--- config.mk ---
export PLATFORM = sky130hd
export DESIGN_NAME = snake_speed_ctrl
export DESIGN_NICKNAME = d
export VERILOG_FILES = /design/src/rtl/snake_speed_ctrl.sv
export SDC_FILE = /design/constraint.sdc
export NUM_CORES = 1
export LEC_CHECK = 0
export BUFFER_PORTS_ARGS = -buffer_cell sky130_fd_sc_hd__buf_2
export CAP_MARGIN = 20
export CORE_UTILIZATION = 60
export CTS_CLUSTER_DIAMETER = 200
export DETAILED_ROUTE_END_ITERATION = 10
export PLACE_DENSITY = 0.93
export REMOVE_ABC_BUFFERS = 1
export SYNTH_ARGS = -nofsm -noshare
export SYNTH_HDL_FRONTEND = slang
export SYNTH_SLANG_ARGS = --single-unit
export TNS_END_PERCENT = 50
--- constraint.sdc ---
create_clock -name clk_50M -period 6.85 [get_ports clk_50M]
set_input_delay 1.0275 -clock clk_50M [delete_from_list [all_inputs] [get_ports clk_50M]]
set_output_delay 1.0275 -clock clk_50M [all_outputs]
set_load 0.01 [all_outputs]
--- src/rtl/snake_speed_ctrl.sv ---
// rtl/snake_speed_ctrl.sv - game pace controller: drives the frequency divider and turns its output into game ticks
// Speed level rises with food eaten; IDLE/RUN/PAUSE/OVER states gate the divider and the tick.
module snake_speed_ctrl #(
    parameter logic [24:0] BASE_DIV        = 25'd12_500_000,
    parameter logic [24:0] STEP_DIV        = 25'd1_000_000,
    parameter logic [24:0] MIN_DIV         = 25'd2_500_000,
    parameter int          FOODS_PER_LEVEL = 4,
    parameter int          LEVEL_W         = 4
) (
    input  logic               clk_50M,
    input  logic               rst,
    input  logic               start,
    input  logic               pause_btn,
    input  logic               food_eaten,
    input  logic               game_over,
    input  logic               div_clk,
    output logic [24:0]        divisor,
    output logic               div_rst_n,
    output logic               tick,
    output logic [LEVEL_W-1:0] level,
    output logic [1:0]         state
);

    localparam logic [1:0] ST_IDLE  = 2'd0;
    localparam logic [1:0] ST_RUN   = 2'd1;
    localparam logic [1:0] ST_PAUSE = 2'd2;
    localparam logic [1:0] ST_OVER  = 2'd3;

    localparam int FW = (FOODS_PER_LEVEL > 1) ? $clog2(FOODS_PER_LEVEL) : 1;
    localparam int W  = 25 + LEVEL_W + 1;

    localparam logic [FW-1:0]      FOOD_LAST = FW'(FOODS_PER_LEVEL - 1);
    localparam logic [LEVEL_W-1:0] LEVEL_MAX = {LEVEL_W{1'b1}};
    localparam logic [W-1:0]       BASE_W    = W'(BASE_DIV);
    localparam logic [W-1:0]       STEP_W    = W'(STEP_DIV);
    localparam logic [W-1:0]       MIN_W     = W'(MIN_DIV);

    logic [1:0]         state_q, state_d;
    logic [LEVEL_W-1:0] level_q, level_d;
    logic [FW-1:0]      food_q, food_d;
    logic [24:0]        divisor_q, divisor_d;
    logic               div_rst_n_q, div_rst_n_d;
    logic               tick_q, tick_d;
    logic               s1_q, s1_d;
    logic               s2_q, s2_d;
    logic               s3_q, s3_d;
    logic [W-1:0]       prod;
    logic               new_game;
    logic               count_food;

    always_ff @(posedge clk_50M or negedge rst) begin
        if (!rst) begin
            state_q     <= ST_IDLE;
            level_q     <= '0;
            food_q      <= '0;
            divisor_q   <= BASE_DIV;
            div_rst_n_q <= 1'b0;
            tick_q      <= 1'b0;
            s1_q        <= 1'b0;
            s2_q        <= 1'b0;
            s3_q        <= 1'b0;
        end else begin
            state_q     <= state_d;
            level_q     <= level_d;
            food_q      <= food_d;
            divisor_q   <= divisor_d;
            div_rst_n_q <= div_rst_n_d;
            tick_q      <= tick_d;
            s1_q        <= s1_d;
            s2_q        <= s2_d;
            s3_q        <= s3_d;
        end
    end

    // game_over outranks pause_btn while running
    always_comb begin
        state_d = state_q;
        case (state_q)
            ST_RUN: begin
                if (game_over)
                    state_d = ST_OVER;
                else if (pause_btn)
                    state_d = ST_PAUSE;
            end
            ST_IDLE, ST_OVER: begin
                if (start)
                    state_d = ST_RUN;
            end
            ST_PAUSE: begin
                if (pause_btn)
                    state_d = ST_RUN;
            end
            default: state_d = ST_IDLE;
        endcase
    end

    always_comb begin
        new_game   = start && ((state_q == ST_IDLE) || (state_q == ST_OVER));
        count_food = (state_q == ST_RUN) && food_eaten && !game_over;
        level_d    = level_q;
        food_d     = food_q;
        if (new_game) begin
            level_d = '0;
            food_d  = '0;
        end else if (count_food) begin
            if (food_q == FOOD_LAST) begin
                food_d = '0;
                if (level_q != LEVEL_MAX)
                    level_d = level_q + 1'b1;
            end else begin
                food_d = food_q + 1'b1;
            end
        end

        // Compare in the wide domain so a large level clamps instead of wrapping
        prod = W'(level_q) * STEP_W;
        if (prod + MIN_W > BASE_W)
            divisor_d = MIN_DIV;
        else
            divisor_d = BASE_DIV - prod[24:0];

        div_rst_n_d = (state_d == ST_RUN);

        // Gating on the next state keeps the first cycle after leaving RUN tick-free
        s1_d   = div_clk;
        s2_d   = s1_q;
        s3_d   = s2_q;
        tick_d = s2_q && !s3_q && (state_d == ST_RUN);
    end

    assign divisor   = divisor_q;
    assign div_rst_n = div_rst_n_q;
    assign tick      = tick_q;
    assign level     = level_q;
    assign state     = state_q;

endmodule
Word level (Yosys, flattened, before mapping). Index checks and enable logic that the tools add are counted.

Bits in registers: 38. Input port bits: 7. Output and inout bits: 33. Word-level logic and storage cells: 48.

Add/subtract/negate cells: 4. Multiply operators: 1. Order comparisons: 1. Equal/unequal tests: 6. Multiplexer cells: 13. Reductions and logical operators: 14.

Operators with widths (number): $add 24x22->25 const B (1); $gt 25x24->1 const B (1); $mux 25 (1); $sub 24x24->25 const A (1); $mul 4x14->18 const B (1); $mux 4 (4); $mux 2 (7); $eq 2x2->1 const B (3); $pmux 2 s3 (1); $reduce_bool 2->1 (3); $logic_and 1x1->1 (5); $add 4x1->4 const B (1); $eq 2x1->1 const B (2); $ne 4x4->1 const B (1); $reduce_and 3->1 (1); $add 2x1->2 const B (1); $logic_not 1->1 (2); $logic_not 2->1 (1); $reduce_or 2->1 (1); $logic_or 1x1->1 (1).

Logic depth before layout (Yosys ltp). Gate-level depths: netlist of the first run.

Depth after elaboration: 5. Gate-level depth with buffers: 14. Mapped depth without buffers: 12.

Worst setup path after synthesis of the first run. Ideal clock, no wire load.

Path kind: register to register. From: register level_q[1] (netlist: level[1]). To: register divisor_q[6] (netlist: divisor[6]). Setup time: 135 ps. Arrival: 3911 ps. Data required time: 6715 ps. Slack: 2804 ps. Stages on the path, launching flop included: 15. Buffers on the path: 2. Cell sequence: dfrtp_1 -> clkbuf_1 -> inv_1 -> ha_1 -> fa_1 -> inv_1 -> fa_1 -> nand2b_1 -> a21oi_1 -> xnor2_1 -> o211ai_1 -> or3b_4 -> mux2i_4 -> buf_6 -> nor3_1.

Longest elaborated chain between the ends: 4.

RTL lines: start, declared (RTL line 39) `logic [LEVEL_W-1:0] level_q, level_d;`; start signal, assigned (RTL line 64) `level_q <= level_d;`; $mul 4x14->18 (RTL line 116) `prod = W'(level_q) * STEP_W;`; $add 24x22->25 (RTL line 117) `if (prod + MIN_W > BASE_W)`; $gt 25x24->1 (RTL line 117); $mux 25 (RTL line 117); net divisor_d[6] (RTL line 41) `logic [24:0] divisor_q, divisor_d;`; end signal, assigned (RTL line 66) `divisor_q <= divisor_d;`; end, declared (RTL line 41).

The timed path passes the listed nets, and every way through them passes these cells. A chain may end at the register's enable or synchronous reset.

Worst setup path after layout of the first run.
From: register level_q[1] (netlist: level[1]). To: register divisor_q[8] (netlist: divisor[8]).

Longest elaborated chain between the ends: 4.

RTL lines (RTL line): $mul 4x14->18 (*) (116); $add 24x22->25 (117); $gt 25x24->1 (117); $mux 25 (*) (117); net divisor_d[8] (41).

The timed path passes the listed nets; every way through them passes the cells marked *.

==> results of run 1 <==
layout by cell type, fill, tap and decap left out, types with 2 or more instances in the layout:
| cell type | instances |
|---|---|
| sky130_fd_sc_hd__nand2_1 | 18 |
| sky130_fd_sc_hd__or3_1 | 7 |
| sky130_fd_sc_hd__nor3b_1 | 3 |
| sky130_fd_sc_hd__nor2_1 | 19 |
| sky130_fd_sc_hd__buf_2 | 33 |
| sky130_fd_sc_hd__xnor2_1 | 16 |
| sky130_fd_sc_hd__a2111oi_0 | 2 |
| sky130_fd_sc_hd__a21oi_1 | 13 |
| sky130_fd_sc_hd__ha_1 | 25 |
| sky130_fd_sc_hd__nand3_1 | 5 |
| sky130_fd_sc_hd__nand4_1 | 5 |
| sky130_fd_sc_hd__a2111o_1 | 2 |
| sky130_fd_sc_hd__o211ai_1 | 4 |
| sky130_fd_sc_hd__inv_1 | 16 |
| sky130_fd_sc_hd__nand2b_1 | 5 |
| sky130_fd_sc_hd__and2_1 | 5 |
| sky130_fd_sc_hd__nor3_1 | 9 |
| sky130_fd_sc_hd__o2111ai_1 | 2 |
| sky130_fd_sc_hd__dfrtp_1 | 21 |
| sky130_fd_sc_hd__xor2_1 | 8 |
| sky130_fd_sc_hd__conb_1 | 6 |
| sky130_fd_sc_hd__clkbuf_8 | 5 |
| sky130_fd_sc_hd__o21a_1 | 3 |
| sky130_fd_sc_hd__o22ai_1 | 2 |
| sky130_fd_sc_hd__and3_1 | 2 |
| sky130_fd_sc_hd__fa_1 | 5 |
| sky130_fd_sc_hd__dfstp_2 | 11 |
| sky130_fd_sc_hd__o21ai_0 | 9 |
| sky130_fd_sc_hd__nor2b_1 | 4 |
critical path, stage by stage, from the launching register on:
cell and delay [ps]:
sky130_fd_sc_hd__dfrtp_1 700, sky130_fd_sc_hd__inv_1 290, sky130_fd_sc_hd__ha_1 400, sky130_fd_sc_hd__fa_1 550, sky130_fd_sc_hd__inv_1 70, sky130_fd_sc_hd__fa_1 480
sky130_fd_sc_hd__nand2b_1 170, sky130_fd_sc_hd__a21oi_1 230, sky130_fd_sc_hd__xnor2_1 270, sky130_fd_sc_hd__nand4_1 160, sky130_fd_sc_hd__a2111o_1 330, sky130_fd_sc_hd__nor3_2 590
sky130_fd_sc_hd__or3_1 210
flip-flops by register name, summed over array words and instances, names as in the netlist:
| name | count |
|---|---|
| divisor | 19 |
| level | 4 |
| food_q | 2 |
| state | 2 |
| div_rst_n | 1 |
| s1_q | 1 |
| s2_q | 1 |
| s3_q | 1 |
| tick | 1 |
stage by stage:
stage	instances	instance area [sq um]	hold WS [ps]	total power, W
6_report	345	2770	354	0.000510
5_1_grt	345	2770	382	0.000540
4_1_cts	345	2770	361	0.000513
3_5_place_dp	337	2660	345	0.000329
3_3_place_gp	337	2660	334	0.000322
2_1_floorplan	254	2430	331	0.000293
layer usage:
metal	track usage (%)	part of all wire, %
met1	33.4	43
met5	0	0
met3	4.28	6.2
met4	13.0	2.4
met2	41.4	48
worst paths after layout:
kind                                       from                     to  slack (ps)  depth (start not counted)
max                        level[1]$_DFFE_PN0P_   divisor[8]$_DFF_PN0_        2350                         12
min                              s1_q$_DFF_PN0_         s2_q$_DFF_PN0_         350                          0
max reg2reg                level[1]$_DFFE_PN0P_   divisor[8]$_DFF_PN0_        2350                         12
min reg2reg                      s1_q$_DFF_PN0_         s2_q$_DFF_PN0_         350                          0
max in group asynchronous                   rst   level[1]$_DFFE_PN0P_        5630                          1
min in group asynchronous                   rst  divisor[22]$_DFF_PN0_         770                          1
cells by family after synthesis:
| family | Yosys count | share of synthesized area (%) |
|---|---|---|
| multiplexers | 3 | 1.74 |
| adder cells (fa/ha/maj) | 30 | 16.4 |
| XOR/XNOR | 25 | 8.98 |
| AND/OR/NAND/NOR | 90 | 18.8 |
| flip-flops | 32 | 32.3 |
| AO/OA/AOI/OAI | 52 | 14.9 |
| buffers and inverters | 33 | 6.55 |
| other | 2 | 0.298 |
layout make-up:
type                       instances  area (sq um)  share of cell area (%)
clock buffer                       5          68.8                    2.48
clock inverter                     3          42.5                    1.54
inverter                          16          60.1                    2.17
multi-input combinational        206          1560                    56.2
sequential                        32           815                    29.4
tap                               50          62.6                    2.26
timing repair buffer              33           165                    5.96
power by group through the flow:
stage                      logic, W  registers, W  clock network, W
after floorplan           0.0000668      0.000227                 0
after detailed placement   0.000107      0.000222                 0
after CTS                  0.000108      0.000219          0.000186
after global routing       0.000125      0.000221          0.000194
final                      0.000107      0.000219          0.000184
after global placement     0.000101      0.000221                 0
==> results by stage, run 1 <==
Outcome:
- The run finished with clean final reports.

Final layout:
- Cells with a size suffix above 1 make up 21.0% of the layout.
- The area growth from synthesis to final layout is 9.88%.
- The layout has 305 filler cells.
- 0 antenna diodes ended up in the layout.
- The post-route core utilization is 68.8%.
- In the final design database the tool counted 331 nets.

Power and ir drop:
- The sequential fraction of design power is 43.0%.
- The power density over the cells is 184 nW/um^2.
- Summed over all nets, the switching power comes to 0.000152 W.
- IR analysis of the VDD net gives a maximum drop of 0.000126 V.
- For this design the static power due to leakage is 1.29 nW.
- The internal power summed over all cells is 0.000358 W.
- Per report_power, the clock group accounts for 36.0% of the total.
- In this run switching power makes up 29.7% of total power.
- The combinational cell fraction of total power is 21.0%.

Die:
- The effective utilization at floorplan is 62.6%.
- 40 I/O pins were placed.
- The vertical die dimension is 66.8 um.
- The area of the die is 4460 sq um.
- The width of the die is 66.8 um.
- In this run the core area contains 23 standard-cell rows.
- The core footprint is 4030 sq um.

Global route:
- The number of global-route vias before repair is 1937.
- The initial antenna violation count is 0.
- Entering global routing, the biggest net connects 33 pins.
- The global-route total usage across every layer is 25.9%.
- The first global-routing pass estimated 8680 um of wire.
- For this run the aggregate overflow at the end of global routing stands at 0.

Drt:
- The routed design has 5240 um of wire.
- The number of vias after detailed routing is 2046.
- The number of violations reported at the end of detailed-routing iteration 0 is 185.
- The average wire per standard cell is 15.2 um.
- The detailed-router iteration count before antenna repair is 5.
- The number of DRC violations after detailed routing is 0.
- The count of antenna-violating nets left after detailed routing is 0.
- The per-cell via count in the routed design is 5.93.

Timing:
- The final critical-path required period is 4500 ps.
- Setup repair after global routing left no endpoint under its margin.
- Setup slack on the critical path of the routed design comes to 2350 ps.
- Derived from the worst setup path, the maximum achievable clock frequency is 0.222 GHz.
- The accumulated negative setup slack is 0 ps.
- The worst clock skew is 11.8 ps.
- The final-report hold violation count was 0.
- The count of final setup violators is 0.
- The slew at the pin closest to its max-slew limit is 760 ps.
- The worst slew margin relative to its limit is 49.1%.
- The count of pins over their slew limit is 0.
- The share of the clock period used by the worst path after layout is 65.7%.

Logic synthesis:
- Counting flops and latches in the post-synthesis netlist gives 32.
- In the post-synthesis netlist, the cell with the most instances is sky130_fd_sc_hd__ha_1.
- Counting flops with a built-in enable in the synthesized netlist gives 0.
- Averaged over all synthesized cells, the footprint is 9.44 sq um.
- The number of cells produced by synthesis is 267.
- Counting flops with an async set or reset pin after synthesis yields a share of 100%.
- For this run, the number of Yosys warnings is 0.
- After synthesis, the largest area contributor takes up 20.8% of total cell area.
- In the synthesized netlist, the cells that appear most often are sky130_fd_sc_hd__ha_1 (25), sky130_fd_sc_hd__dfrtp_1 (21), sky130_fd_sc_hd__nor2_1 (19).
- The largest total area in the synthesized netlist belongs to sky130_fd_sc_hd__dfrtp_1.
- The sequential share of the synthesized area is 32.3%.
- The top flip-flop cell by instance count after synthesis is sky130_fd_sc_hd__dfrtp_1.
- In this run the cell area of the synthesized design comes to 2520 sq um.
- By area the synthesized netlist is led by sky130_fd_sc_hd__dfrtp_1 (21%), sky130_fd_sc_hd__ha_1 (12%), sky130_fd_sc_hd__dfstp_2 (11%).
- The number of distinct library cells after synthesis is 58.

Worst setup path:
- At the worst endpoint, the required time is 7080 ps.
- The startpoint type of the worst setup path is a flip-flop.
- Data on the critical path arrives at its endpoint at 4730 ps.
- The critical path in this run is classified as flip-flop to flip-flop.
- The highest net fanout along the worst path is 16.
- The kind of capture point of the worst setup path is a flip-flop.

CTS:
- For the worst-skew pair, the clock arrives at the later sink with an insertion delay of 300 ps.
- In this run the clock root is driven by a sky130_fd_sc_hd__clkbuf_8.
- Counting the buffers created by CTS gives 5.
- The clock drives 32 sinks.
- After clock tree synthesis, the setup repair step added 0 buffers.
- CTS built an H-tree with a depth of 2.
- TritonCTS built the clock tree.
- Once the clock tree was built, the resizer swapped 0 gates to a different size.
- The register clock-pin slew on the reported worst setup and hold paths is 70 ps.
- The clock tree buffer depth is 2.
- In this run, post-CTS hold repair placed 0 buffers.

Place:
- Port buffering added 33 buffers.
- At the placement stage, the worst setup path has a slack of 2430 ps.
- The detailed placer's ending HPWL is 3870 um.
- At the end of routability-driven placement, the weighted congestion stood at 0.969.

Min path:
- The min-delay analysis places its worst path in the category flip-flop to flip-flop.

Flow run:
- Max-cap violations in this run came to 0.
Power figures use the tool's default switching activity.
==> run 2, diff against run 1 <==
Settings changed: CORE_UTILIZATION 60 to 57, PLACE_DENSITY 0.93 to 0.89.
Clock period 6.85 ns to 4.5 ns, I/O delays scaled along.
==> run 2 against run 1 <==
Maximum frequency up 9.7%. Die area increased by 5.1%. Final area grew 1.1%. Flip-flop and latch count stayed put. Routed wire length shrank 3.8%. Critical endpoint is now divisor[17]$_DFF_PN1_. Largest cell class unchanged. Largest power group unchanged. Highest routed layer unchanged.
==> results by stage, run 2 (same netlist as run 1, synthesis figures left out) <==
Die:
- The I/O pin count is 40.
- The area of the die is 4690 sq um.
- The die is 68.5 um tall.
- The region available for standard cell placement spans 4120 sq um.
- The effective utilization at floorplan is 61.3%.
- The width of the die is 68.5 um.
- The number of cell rows is 23.

Timing:
- The count of pins over their slew limit is 0.
- The smallest clock period supported by the final layout is computed as 4100 ps.
- The final-report hold violation count came to 0.
- The final worst slack is 397 ps.
- The highest attainable clock frequency is 0.244 GHz.
- The hold slack is 348 ps.
- The worst clock skew is 6.68 ps.
- The slew at the pin closest to its max-slew limit is 665 ps.
- Headroom to the max-slew limit came out at 55.7%.
- Setup repair after global routing left no endpoint under its margin.
- The accumulated negative setup slack is 0 ps.
- The share of the clock period used by the worst path after layout is 91.2%.
- Setup violations remaining at the end of the flow were counted as 0.

CTS:
- The register clock-pin slew on the reported worst setup and hold paths is 70 ps.
- The number of setup buffers added after CTS is 0.
- The H-tree level count is 2.
- The buffer cell driving the clock tree root is sky130_fd_sc_hd__clkbuf_8.
- Clock latency on the worst-skew pair, taken at its later pin, is 290 ps.
- The clock tree buffer depth is 2.
- The TritonCTS clock tree is yes.
- The hold buffer count at cts is 0.
- The number of gates resized after cts is 0.
- Clock tree synthesis inserted a total of 5 buffers.
- The number of sinks handled by clock tree synthesis is 32.

Global route:
- The total overflow reported by the global router is 0.
- Entering global routing, the biggest net connects 33 pins.
- The global-route total usage across every layer is 25.1%.
- The number of global-route vias before repair is 1908.
- The initial antenna violation count is 0.
- The wire length of the first global-routing pass is 8670 um.

Power and ir drop:
- The power density over the cells is 273 nW/um^2.
- In this run the static leakage power is 1.32 nW.
- The worst-case IR drop observed on VDD is 0.000175 V.

Worst setup path:
- The startpoint type of the worst setup path is a flip-flop.
- The depth of the most critical reg-to-reg path is 10.
- At the worst endpoint, the arrival time is 4330 ps.
- The classification of the worst setup path is flip-flop to flip-flop.
- STA puts the critical path data required time at 4730 ps.
- The reg-to-reg setup timing slack is 400 ps.
- The worst register-to-register path begins at level[2]$_DFFE_PN0P_.
- The capture instance of the worst register-to-register path is divisor[17]$_DFF_PN1_.
- Of all nets on the critical path, the largest fanout is 16.
- The kind of capture point of the worst setup path is a flip-flop.

Drt:
- The count of nets left with antenna violations once routing finished came out at 0.
- The number of vias after detailed routing is 2048.
- In the final routed layout, each cell accounts on average for 14.5 um.
- The first routing iteration left 147 violations.
- The number of DRC violations after detailed routing is 0.
- The final wirelength is 5050 um.
- The detailed-router iteration count before antenna repair is 5.
- The per-cell via count in the routed design is 5.87.

Place:
- The congestion estimate from routability-driven global placement came to 0.959.
- The count of buffers inserted at the top-level ports is 33.
- Detailed placement ended at an HPWL of 3640 um.
- At the placement stage, the worst setup path has a slack of 411 ps.

Flow run:
- Max-cap violations in this run came to 0.

Min path:
- Counting instances, the worst hold path has a depth of 0.
- In this run the most critical hold path is launched from s1_q$_DFF_PN0_.
- The worst hold path terminates at s2_q$_DFF_PN0_.
- The worst hold path belongs to the class flip-flop to flip-flop.

Final layout:
- Cells with a size suffix above 1 make up 22.1% of the layout.
- The number of antenna diodes in the final layout is 0.
- The library cell used most frequently in the layout, excluding fill and tap cells, is sky130_fd_sc_hd__buf_2.
- In the layout the commonest cells are sky130_fd_sc_hd__buf_2 (33), sky130_fd_sc_hd__ha_1 (25), sky130_fd_sc_hd__dfrtp_1 (21), sky130_fd_sc_hd__nor2_1 (19), sky130_fd_sc_hd__nand2_1 (18).
- The final-layout fill cell count is 314.
- Once layout is complete, the utilization of the core stands at 68.0%.
- The register with the most flip-flops in the layout has 19 of them.
- The layout net count is 335.
- The area growth from synthesis to final layout is 11.1%.

Outcome:
- The flow ran to the end, and the final reports show no timing, DRC or antenna violations.
## run 2: worst max path at each step
stage,start,endpoint,slack [ps],cells after the start
2_1_floorplan,level[1]$_DFFE_PN0P_,divisor[14]$_DFF_PN0_,520,12
3_3_place_gp,level[2]$_DFFE_PN0P_,divisor[16]$_DFF_PN0_,520,10
3_5_place_dp,level[2]$_DFFE_PN0P_,divisor[17]$_DFF_PN1_,410,10
4_1_cts,level[2]$_DFFE_PN0P_,divisor[17]$_DFF_PN1_,390,10
5_1_grt,level[2]$_DFFE_PN0P_,divisor[14]$_DFF_PN0_,40,10
6_report,level[2]$_DFFE_PN0P_,divisor[17]$_DFF_PN1_,400,10
## run 2: routing by layer
metal  vias up  routed length (um)  track usage [%]
li1        980                   -                -
met1       966                2270             33.3
met2        87                2350             39.5
met3        15                 331             5.59
met4         0                  95             9.64
met5         -                   0                0
## run 2: worst max-delay path, cell delays in order, from the launching register on
cell,delay [ps]
sky130_fd_sc_hd__dfrtp_1,470
sky130_fd_sc_hd__buf_4,210
sky130_fd_sc_hd__fa_1,550
sky130_fd_sc_hd__fa_1,430
sky130_fd_sc_hd__ha_1,380
sky130_fd_sc_hd__o21a_1,220
sky130_fd_sc_hd__a21oi_1,460
sky130_fd_sc_hd__o211ai_1,250
sky130_fd_sc_hd__or3b_4,480
sky130_fd_sc_hd__mux2i_4,380
sky130_fd_sc_hd__or3_1,190
## run 2: area by class of cell
type | count | area [sq um] | area share [%]
well taps | 50 | 62.6 | 2.23
flip-flops and latches | 32 | 815 | 29.1
inverters | 16 | 60.1 | 2.14
clock buffers | 5 | 68.8 | 2.46
repair buffers | 37 | 195 | 6.97
multi-input cells | 206 | 1560 | 55.6
clock inverters | 3 | 42.5 | 1.52
## run 2: stage by stage
stage,area (sq um),total power [W],cells
final,2800,0.000764,349
after global routing,2800,0.000818,349
after CTS,2800,0.000773,349
after detailed placement,2690,0.000499,341
after global placement,2690,0.000492,341
after floorplan,2430,0.000447,254
## run 2: where the power goes
group          total [W]  switching [W]  internal (W)
clock           0.000272       0.000108      0.000164
sequential      0.000333      0.0000161      0.000317
combinational   0.000159      0.0000941     0.0000654
total           0.000764       0.000218      0.000546
==> run 3, diff against run 2 <==
Settings changed: BUFFER_PORTS_ARGS -buffer_cell sky130_fd_sc_hd__buf_2 to not set, CORE_UTILIZATION 57 to 60, DONT_BUFFER_PORTS set to 1, HOLD_SLACK_MARGIN set to 0.12, PLACE_DENSITY 0.89 to 0.76.
==> run 3 against run 2 <==
Clock-buffer cell count stayed put. Critical path type unchanged. Critical endpoint is now divisor[14]$_DFF_PN0_. Critical path depth is 1 lower. Largest power group unchanged. Routed wire length down 4.7%.
==> results by stage, run 3 (same netlist as run 1, synthesis figures left out) <==
Outcome:
- The flow ran to the end, and the final reports show no timing, DRC or antenna violations.

Drt:
- Dividing the detail-routed wire length by the instance count gives 15.1 um.
- The detailed-router iteration count before antenna repair is 4.
- The count of antenna-violating nets left after detailed routing is 0.
- The number of violations reported at the end of detailed-routing iteration 0 is 82.
- In the routed design, unresolved DRC markers number 0.
- The per-cell via count in the routed design is 5.72.
- The number of vias after detailed routing is 1818.
- The final wirelength is 4810 um.

Global route:
- Entering global routing, the biggest net connects 22 pins.
- The number of global-route vias before repair is 1676.
- The wire length of the first global-routing pass is 8120 um.
- The initial antenna violation count is 0.
- Across every metal layer, demand over resource in global routing totals 24.7%.
- The total overflow left after global routing is 0.

Timing:
- Setup total negative slack on the finished layout was measured at 0 ps.
- Setup violations remaining at the end of the flow were counted as 0.
- The final-report hold violation count came to 0.
- In this run the tightest slew margin relative to its limit is 65.1%.
- Across all hold checks on the routed design, the worst slack comes to 224 ps.
- The final critical path takes up 92.2% of the cycle.
- Setup repair after global routing left no endpoint under its margin.
- At the pin with the least slew margin, the transition time is 511 ps.
- Derived from the worst setup path, the maximum achievable clock frequency is 0.241 GHz.
- Setup slack on the critical path of the routed design comes to 351 ps.
- The final critical-path required period is 4150 ps.
- The worst clock skew is 8.62 ps.
- The count of pins over their slew limit is 0.

Power and ir drop:
- The power density over the cells is 281 nW/um^2.
- VDD sags by at most 0.000286 V.
- The analysis attributes to cell leakage a power of 1.19 nW.

Worst setup path:
- The classification of the worst setup path is flip-flop to flip-flop.
- In this run the number of cells on the critical path is 9.
- For the worst setup path, the data arrival time is 4290 ps.
- Walking the worst path, the cells encountered are fa_1, fa_1, ha_1, o21a_1, a21oi_1, o211ai_1, or3b_4, mux2i_4, nor3_1.
- In this design, the stage delay of the slowest critical-path cell is 680 ps.
- The most repeated library cell on the critical path is sky130_fd_sc_hd__fa_1.
- Grouping stages by cell kind, the critical path spends the most delay in adder cells.
- For the worst setup path, the data required time is 4640 ps.
- The kind of capture point of the worst setup path is a flip-flop.
- In this run the critical register-to-register path is captured at divisor[14]$_DFF_PN0_.
- The buffering stage count on the worst path with inverters included is 0.
- Of all nets on the critical path, the largest fanout is 16.
- Across all register-to-register paths, the minimum setup slack is 350 ps.
- STA classifies the critical path startpoint as a flip-flop.
- The largest individual stage delay along the critical path comes from the cell sky130_fd_sc_hd__dfrtp_1.
- The reg-to-reg critical path startpoint is level[3]$_DFFE_PN0P_.
- For the worst flop-to-flop path, the logic depth is 9.

Final layout:
- The number of flip-flops in the largest register is 19.
- The most common library cell in the layout ignoring fill and taps is sky130_fd_sc_hd__ha_1.
- At the end of the flow, the number of nets in the layout was 304.
- In the layout the commonest cells are sky130_fd_sc_hd__ha_1 (25), sky130_fd_sc_hd__dfrtp_1 (21), sky130_fd_sc_hd__nor2_1 (19), sky130_fd_sc_hd__nand2_1 (18).
- The post-route netlist has 12.7% of its cells at a drive strength greater than 1.
- The post-route non-filler standard cell count is 318.
- Relative to the synthesized area, the layout overhead comes to 5.51%.
- After routing the design area is 2660 sq um.
- The final antenna diode count is 0.

Min path:
- The worst min-delay path class is input pin to asynchronous set/reset pin.

Place:
- The detailed placer's ending HPWL is 3480 um.
- Routability-driven placement finished with a final weighted congestion of 0.876.
- Timing analysis after detailed placement gives a worst setup slack of 375 ps.
- The standard cell area after detailed placement is 2520 sq um.
- The number of cells in the design after placement is 308.
- The count of buffers inserted at the top-level ports is 0.

CTS:
- The tree is rooted in a sky130_fd_sc_hd__clkbuf_8.
- The insertion delay to the later sink of the worst-skew pair is 290 ps.
- TritonCTS built the clock tree.
- In this run the deepest clock path goes through 2 buffers.
- Buffers added to address setup during post-CTS repair amount to 0.
- Clock-pin slew was measured on the worst setup and hold paths at 70 ps.
- The number of buffers inserted during clock tree synthesis is 5.
- The hold buffer count at cts is 1.
- The number of gates resized after cts is 0.
- The clock tree synthesis step divided the H-tree into 2 levels.
- The number of sinks handled by clock tree synthesis is 32.

Die:
- After floorplanning, the core was divided into 23 placement rows.
- The core footprint is 4030 sq um.
- The effective utilization at floorplan is 62.6%.
- The floorplan step set the die width to 66.8 um.
- The area of the die is 4460 sq um.
- The vertical die dimension is 66.8 um.
- Pin placement for this block handled 40 I/O pins.

Flow run:
- The tool flagged a number of max-cap violations equal to 0.
run 3: area by class of cell:
| type | count | area [sq um] |
|---|---|---|
| flip-flops and latches | 32 | 815 |
| inverters | 16 | 60.1 |
| clock inverters | 3 | 42.5 |
| repair buffers | 6 | 55.1 |
| clock buffers | 5 | 68.8 |
| multi-input cells | 206 | 1560 |
| well taps | 50 | 62.6 |
| fillers | 334 | 1370 |
run 3: power by group:
group	internal, W	switching, W
clock	0.000164	0.000109
sequential	0.000317	0.0000273
combinational	0.0000538	0.0000772
total	0.000534	0.000214
run 3: per-layer routing:
| metal | vias up | global-route usage, % | wire length (um) |
|---|---|---|---|
| li1 | 915 | - | - |
| met1 | 848 | 33.5 | 2270 |
| met2 | 49 | 39.0 | 2230 |
| met3 | 6 | 5.14 | 236 |
| met4 | 0 | 7.45 | 70 |
| met5 | - | 0 | 0 |
run 3: per-stage QoR:
| step | utilization [%] | total power [W] |
|---|---|---|
| 5_1_grt | 66.0 | 0.000797 |
| 3_5_place_dp | 62.6 | 0.000473 |
| 6_report | 66.0 | 0.000748 |
| 2_1_floorplan | - | 0.000447 |
| 3_3_place_gp | 62.6 | 0.000469 |
| 4_1_cts | 65.7 | 0.000754 |
run 3: worst max-delay path by stage:
stage | startpoint | to
2_1_floorplan | level[1]$_DFFE_PN0P_ | divisor[14]$_DFF_PN0_
3_3_place_gp | level[3]$_DFFE_PN0P_ | divisor[9]$_DFF_PN0_
3_5_place_dp | level[3]$_DFFE_PN0P_ | divisor[9]$_DFF_PN0_
4_1_cts | level[3]$_DFFE_PN0P_ | divisor[14]$_DFF_PN0_
5_1_grt | level[3]$_DFFE_PN0P_ | divisor[16]$_DFF_PN0_
6_report | level[3]$_DFFE_PN0P_ | divisor[14]$_DFF_PN0_
